--- src/rtl/insmemloader.sv ---
// Byte-stream instruction memory loader: packs three big-endian bytes into one
// instruction and writes consecutive words from address 0 until a halt word.
module insmemloader #(
  parameter int ADDR_W = 12,
  parameter int INS_W  = 19
) (
  input  logic              clk,
  input  logic              rst,
  input  logic              start,
  input  logic [7:0]        inData,
  input  logic              inValid,
  output logic              inReady,
  output logic              wrEn,
  output logic [ADDR_W-1:0] wrAddr,
  output logic [INS_W-1:0]  wrData,
  output logic              cpuHold,
  output logic              done,
  output logic              err,
  output logic [ADDR_W:0]   wordCount
);

  typedef enum logic [2:0] {
    IDLE  = 3'd0,
    B0    = 3'd1,
    B1    = 3'd2,
    B2    = 3'd3,
    WRITE = 3'd4,
    DONE  = 3'd5,
    ERR   = 3'd6
  } state_t;

  state_t              state;
  logic [ADDR_W-1:0]   addr;
  logic [INS_W-17:0]   ins_hi;
  logic [7:0]          ins_mid;

  logic byte_taken;
  assign byte_taken = inValid && inReady;

  // Load sequencer; every output is registered alongside the state it decodes.
  always_ff @(posedge clk) begin
    if (rst) begin
      state     <= IDLE;
      addr      <= '0;
      ins_hi    <= '0;
      ins_mid   <= 8'd0;
      inReady   <= 1'b0;
      wrEn      <= 1'b0;
      wrAddr    <= '0;
      wrData    <= '0;
      cpuHold   <= 1'b0;
      done      <= 1'b0;
      err       <= 1'b0;
      wordCount <= '0;
    end else begin
      wrEn <= 1'b0;
      case (state)
        IDLE, DONE, ERR: begin
          if (start) begin
            state     <= B0;
            addr      <= '0;
            wordCount <= '0;
            cpuHold   <= 1'b1;
            done      <= 1'b0;
            err       <= 1'b0;
            inReady   <= 1'b1;
          end
        end
        B0: begin
          if (byte_taken) begin
            // Only the low three bits carry instruction bits in the first byte.
            if (inData[7:3] != 5'd0) begin
              state   <= ERR;
              err     <= 1'b1;
              inReady <= 1'b0;
            end else begin
              ins_hi <= inData[2:0];
              state  <= B1;
            end
          end
        end
        B1: begin
          if (byte_taken) begin
            ins_mid <= inData;
            state   <= B2;
          end
        end
        B2: begin
          if (byte_taken) begin
            state     <= WRITE;
            inReady   <= 1'b0;
            wrEn      <= 1'b1;
            wrAddr    <= addr;
            wrData    <= {ins_hi, ins_mid, inData};
            wordCount <= wordCount + {{ADDR_W{1'b0}}, 1'b1};
          end
        end
        WRITE: begin
          if (wrData == '0) begin
            state   <= DONE;
            done    <= 1'b1;
            cpuHold <= 1'b0;
          end else if (&addr) begin
            // Memory full without a halt: never wrap onto address 0.
            state <= ERR;
            err   <= 1'b1;
          end else begin
            addr    <= addr + {{(ADDR_W-1){1'b0}}, 1'b1};
            state   <= B0;
            inReady <= 1'b1;
          end
        end
        default: begin
          state   <= IDLE;
          inReady <= 1'b0;
        end
      endcase
    end
  end

endmodule

--- config.mk ---
export PLATFORM = sky130hd
export DESIGN_NAME = insmemloader
export DESIGN_NICKNAME = d
export VERILOG_FILES = /design/src/rtl/insmemloader.sv
export SDC_FILE = /design/constraint.sdc
export NUM_CORES = 1
export LEC_CHECK = 0
export CORE_MARGIN = 2
export CORE_UTILIZATION = 51
export CTS_CLUSTER_SIZE = 16
export DETAILED_ROUTE_END_ITERATION = 8
export HOLD_SLACK_MARGIN = 0.03
export PLACE_DENSITY = 0.77
export SLEW_MARGIN = 20
export SYNTH_ARGS = -nofsm -noshare
export SYNTH_HDL_FRONTEND = slang
export SYNTH_SLANG_ARGS = --single-unit
--- constraint.sdc ---
create_clock -name clk -period 2.4 [get_ports clk]
set_input_delay 0.6 -clock clk [delete_from_list [all_inputs] [get_ports clk]]
set_output_delay 0.6 -clock clk [all_outputs]
set_load 0.005 [all_outputs]
**After elaboration in Yosys (flattened, before gate mapping)**

Cells that the tools add are included.

- Register bits: 75
- Input port bits: 12
- Output and inout port bits: 49
- Logic and storage cells: 84

- Add/subtract/negate cells: 2
- Equal/unequal tests: 15
- Muxes and demuxes: 33
- Bitwise operators: 3
- Reduce and logical (&&, ||, !) cells: 19

Operators with widths:

| operator | number |
|---|---|
| 2-to-1 mux 12 bit | 3 |
| 2-to-1 mux 13 bit | 2 |
| one-hot mux 13 bit (2 select lines) | 1 |
| one-hot mux 12 bit (2 select lines) | 1 |
| 2-to-1 mux 3 bit | 7 |
| logical NOT 19 bit | 1 |
| inequality test 2 bit, second input constant | 9 |
| one-hot mux 3 bit (5 select lines) | 1 |
| 2-to-1 mux 1 bit | 14 |
| adder 13 x 1 -> 13 bit, second input constant | 1 |
| adder 12 x 1 -> 12 bit, second input constant | 1 |
| AND reduction 12 bit | 1 |
| equality test 3 bit, second input constant | 3 |
| AND reduction 3 bit | 3 |
| AND reduction 4 bit | 2 |
| AND reduction 7 bit | 1 |
| equality test 3 x 2 -> 1 bit, second input constant | 2 |
| AND reduction 6 bit | 1 |
| one-hot mux 1 bit (5 select lines) | 1 |
| nonzero test 5 bit | 1 |
| one-hot mux 1 bit (2 select lines) | 2 |
| AND reduction 2 bit | 2 |
| nonzero test 2 bit | 2 |
| equality test 3 x 1 -> 1 bit, second input constant | 1 |
| 7 further kinds | 9 |

**Longest topological paths before layout**

- Word-level depth: 4
- Mapped depth: 8
- Gate-level depth less buffers: 7

**Least setup slack after synthesis**

No wires, ideal clock.

- Kind: input-to-reg
- Start point: in start
- End point: reg addr[11]
- Library setup time: 0.069 ns
- Arrival time: 1.868 ns
- Data required time: 2.331 ns
- Slack: 0.464 ns
- Cell stages on the path: 6
- Buffers on the path: 0
- Cell sequence: inv_1 -> a211o_1 -> a21oi_4 -> nand4_4 -> or4_1 -> o21ai_1

- Cells in the longest elaborated chain, start to end: 2

RTL lines:

| element | RTL line | source |
|---|---|---|
| start: declaration | 9 | `input logic start,` |
| inequality test 2 bit (no source line) | - |  |
| AND reduction 4 bit (no source line) | - |  |
| end signal: assignment | 108 | `addr <= addr + {{(ADDR_W-1){1'b0}}, 1'b1};` |
| end: declaration | 33 | `logic [ADDR_W-1:0] addr;` |

No other way between the ends.
A chain may end at the register's enable or synchronous reset.

**Final worst setup path**

- Start point: reg state[1]
- End point: reg addr[11]

- Cells in the longest elaborated chain, start to end: 4
- Elaborated cells on any way between the ends: 11
- Classes of those cells: eq/ne (6); mux (1); reduce/logical (4)

RTL lines:

| element | RTL line | source |
|---|---|---|
| start: declaration | 32 | `state_t state;` |
| start signal: assignment | 43 | `state <= IDLE;` |
| start signal: assignment | 60 | `state <= B0;` |
| start signal: assignment | 73 | `state <= ERR;` |
| equality test 3 bit / logical NOT 3 bit (equally long branches) | 57 | `case (state)` |
| OR reduction 3 bit | 57 |  |
| inequality test 2 bit (no source line) / nonzero test 2 bit (equally long branches) | - |  |
| AND reduction 4 bit (no source line) | - |  |

Parallel ways exist; a longest one is shown, timed or not.

==> metrics.yaml <==
status: "finished, final reports clean"
cts.sink_count: 75
numPlacedInstances: 510
cts_max_path_buffers: 2
drtIter0Drc: 250
leakage_nw: 1.472
post_route_drc: 0
pin_count_of_the_biggest_net_entering_global_routing: 27
synth.cell_area_mm2: 0.003176
num_rows: 28
postSynthAreaPerCell_um2: 8.357
crit_path_top_delay_cell: "sky130_fd_sc_hd__dfxtp_1"
yosys_register_bits: 75
timing.final.crit_period_ps: 2209
synth.area.top_cells: "sky130_fd_sc_hd__dfxtp_1 47%, sky130_fd_sc_hd__nand2_1 9.1%, sky130_fd_sc_hd__a21oi_1 6.9%"
post_cts_hold_buffer_count: 0
setup_repair_after_global_routing_missed_its_margin: "no"
postSynthCellCount: 380
fp.dieH_um: 82.91
timing.critical_path.buf_inv: 0
fp.coreArea_mm2: 0.005956
vias: 2946
insertedDiodeCount: 0
routed_wire_length_per_instance_um: 14.76
synth.largest_area_cell: "sky130_fd_sc_hd__dfxtp_1"
final_nets: 460
postSynth.topFlopCell: "sky130_fd_sc_hd__dfxtp_1"
final_hold_viol_count: 0
dpl_cell_area_mm2: 0.003889
initial_utilization: 0.5332
synthesized_net_count: 394
critical_path.endpoint_type: "register"
timing.setup.critical_path_class: "reg2reg"
postCtsSetupRepairBufs: 0
synth_compound_gate_area_share: 0.1414
numCtsBuffers: 9
ant_nets: 0
drt_pass1_iterations: 5
cts.clk_slew.worst_paths_ps: 80
dp.final_hpwl_mm: 5.409
global_route.usage.total: 0.2311
flow.area_growth_from_synthesis_pct: 29.31
combinational_family_with_the_most_area_after_synthesis: "simple AND/OR/NAND/NOR gates"
yosys_synthesis_warning_count: 0
final_max_slew_viol_count: 0
power_per_cell_area_mw_per_mm2: 792.4
cts_repair_resize_count: 0
post-synth-top-area-fraction: 0.4728
fin_total_pwr_mw: 3.254
synth-simple-area-share: 0.2608
h_tree_lvl_count: 3
ir_drop_uv: 439.7
drv_cap: 0
yosys.cell_types.count: 47
setup.worst_path.start_class: "register"
portBuffers: 60
io_pins: 61
max_freq_mhz: 452.7
critical_path.cell_chain: "or3b_1 -> or3_1 -> nand4_4 -> or4_1 -> o21ai_1"
cts_root_buffer: "sky130_fd_sc_hd__clkbuf_8"
fin_cells: 526
synth_xor_xnor_area_share: 0.03861
synth-adder-area-share: 0.007880
cpPeakStageDelay_ps: 630
slew_headroom: 0.6434
cell_type_group_with_the_largest_total_delay_on_the_critical_path: "simple AND/OR/NAND/NOR gates"
overflow: 0
drt-total-wl_mm: 7.766
grt_pass1_wl_mm: 13.17
synth.mux.area_fraction: 0.04137
drive_gt1_frac: 0.09534
worst_ep_arrival_time_ps: 2500
first_global_vias: 2781
n_fill_cell: 517
clk-insertion-delay-late_ps: 350
worstMarginPinSlew_ps: 531.7
stdcell_area_mm2: 0.004106
worstPathMaxFanout: 15
antenna_violations_before_repair: 0
yosysSeqAreaShare: 0.4728
final_min_period_over_clock_period: 0.9205
layout.area.seq_mm2: 0.001501
fp.dieArea_mm2: 0.006874
layout.core_utilization: 0.6895
async_reset_ff_frac: 0
number_of_synthesized_flops_with_an_enable_pin: 0
critical_path_required_ps: 2690
min_path_type: "reg2reg"
gpl.final_weighted_congestion: 0.8808
multiInputGateArea_mm2: 0.001556
die_width_um: 82.91
skew_ps: 8.427
finalSetupViolCount: 0
tritoncts: "done"
viasPerCell: 5.601
final cells by class:
type,instances,share of cell area
Multi-Input combinational cell,279,0.3790
Inverter,5,0.005180
Timing Repair Buffer,76,0.1743
Tap cell,75,0.02285
Clock buffer,10,0.03108
Clock inverter,6,0.02194
Sequential cell,75,0.3656
per-layer routing:
layer  GRT usage  up-vias  routed length (µm)
met3     0.04473       12                 423
met5           0        -                   0
met1      0.3260     1376                3769
met4     0.09240        0                 141
met2      0.3482      110                3433
li1            -     1448                   -
worst paths after layout:
| check | start | to | slack (ps) | cells after the start |
|---|---|---|---|---|
| worst max-delay path | state[1] | addr[11] | 190 | 5 |
| worst min-delay path | ins_mid[1] | wrData[9] | 450 | 2 |
| worst max register to register | state[1] | addr[11] | 190 | 5 |
| worst min register to register | ins_mid[1] | wrData[9] | 450 | 2 |
where the power goes:
part           total (mW)  switching [mW]  internal [mW]
clock                1.05           0.468          0.587
sequential           1.39          0.0900           1.30
combinational       0.805           0.444          0.361
cells in the final DEF, fill, tap and decap left out, drive strengths merged, types with 2 or more instances in the layout:
cell type / synthesis / routed
nand4: 9 / 9
or4: 3 / 3
a211oi: 2 / 2
ha: 2 / 2
a211o: 3 / 3
dfxtp: 75 / 75
o21ai: 10 / 10
buf: 4 / 17
nand2: 77 / 77
nand3: 13 / 13
nor3: 2 / 2
mux2i: 12 / 12
a21oi: 45 / 45
xnor2: 7 / 7
bufinv: 0 / 2
nor2: 41 / 41
o211ai: 3 / 3
xor2: 7 / 7
inv: 5 / 5
clkinv: 0 / 3
or3: 10 / 10
nor4: 8 / 8
clkbuf: 17 / 10
and3: 3 / 3
nand2b: 5 / 5
nor3b: 2 / 2
clkdlybuf4s50: 0 / 59
tightest hold or removal path, delay by kind of cell, from the launching register on:
| family | cells | cell delay (ps) |
|---|---|---|
| compound gates | 1 | 50 |
| flops | 1 | 310 |
| simple gates | 1 | 50 |
logic make-up after synthesis:
group / count (synthesis)
DFF: 75
buffers and inverters: 26
xor gates and xnor gates: 14
AOI/OAI and AO/OA: 73
muxes: 13
and+or+nand+nor: 177
adders and majority gates: 2
synth_stat cells (2+ instances only):
cell type                  number
sky130_fd_sc_hd__a211o_1        3
sky130_fd_sc_hd__a21oi_1       44
sky130_fd_sc_hd__and3_1         3
sky130_fd_sc_hd__buf_2          2
sky130_fd_sc_hd__buf_6          2
sky130_fd_sc_hd__clkbuf_1      17
sky130_fd_sc_hd__dfxtp_1       75
sky130_fd_sc_hd__ha_1           2
sky130_fd_sc_hd__inv_1          4
sky130_fd_sc_hd__mux2i_1       12
sky130_fd_sc_hd__nand2_1       77
sky130_fd_sc_hd__nand2b_1       5
sky130_fd_sc_hd__nand3_1       13
sky130_fd_sc_hd__nand4_1        8
sky130_fd_sc_hd__nor2_1        40
sky130_fd_sc_hd__nor3_1         2
sky130_fd_sc_hd__nor3b_1        2
sky130_fd_sc_hd__nor4_1         7
sky130_fd_sc_hd__o211ai_1       3
sky130_fd_sc_hd__o21ai_0        9
sky130_fd_sc_hd__or3_1         10
sky130_fd_sc_hd__or4_1          3
sky130_fd_sc_hd__xnor2_1        7
sky130_fd_sc_hd__xor2_1         7
flip-flops by register name, summed over array words and instances, names as in the netlist:
| signal | count |
|---|---|
| done | 1 |
| addr | 12 |
| cpuHold | 1 |
| inReady | 1 |
| wrEn | 1 |
| wrData | 19 |
| ins_hi | 3 |
| wrAddr | 12 |
| state | 3 |
| ins_mid | 8 |
| wordCount | 13 |
| err | 1 |
stage by stage:
stage	TNS [ps]	hold slack, ps	setup slack [ps]
2_1_floorplan	0	431.5	463.6
3_3_place_gp	-103.2	435.4	-80.38
3_5_place_dp	-408.1	442.7	-118.4
4_1_cts	0	444.5	241.3
5_1_grt	0	473.4	49.02
6_report	0	449.1	190.9
No activity file was read; power rests on OpenSTA's default activity.
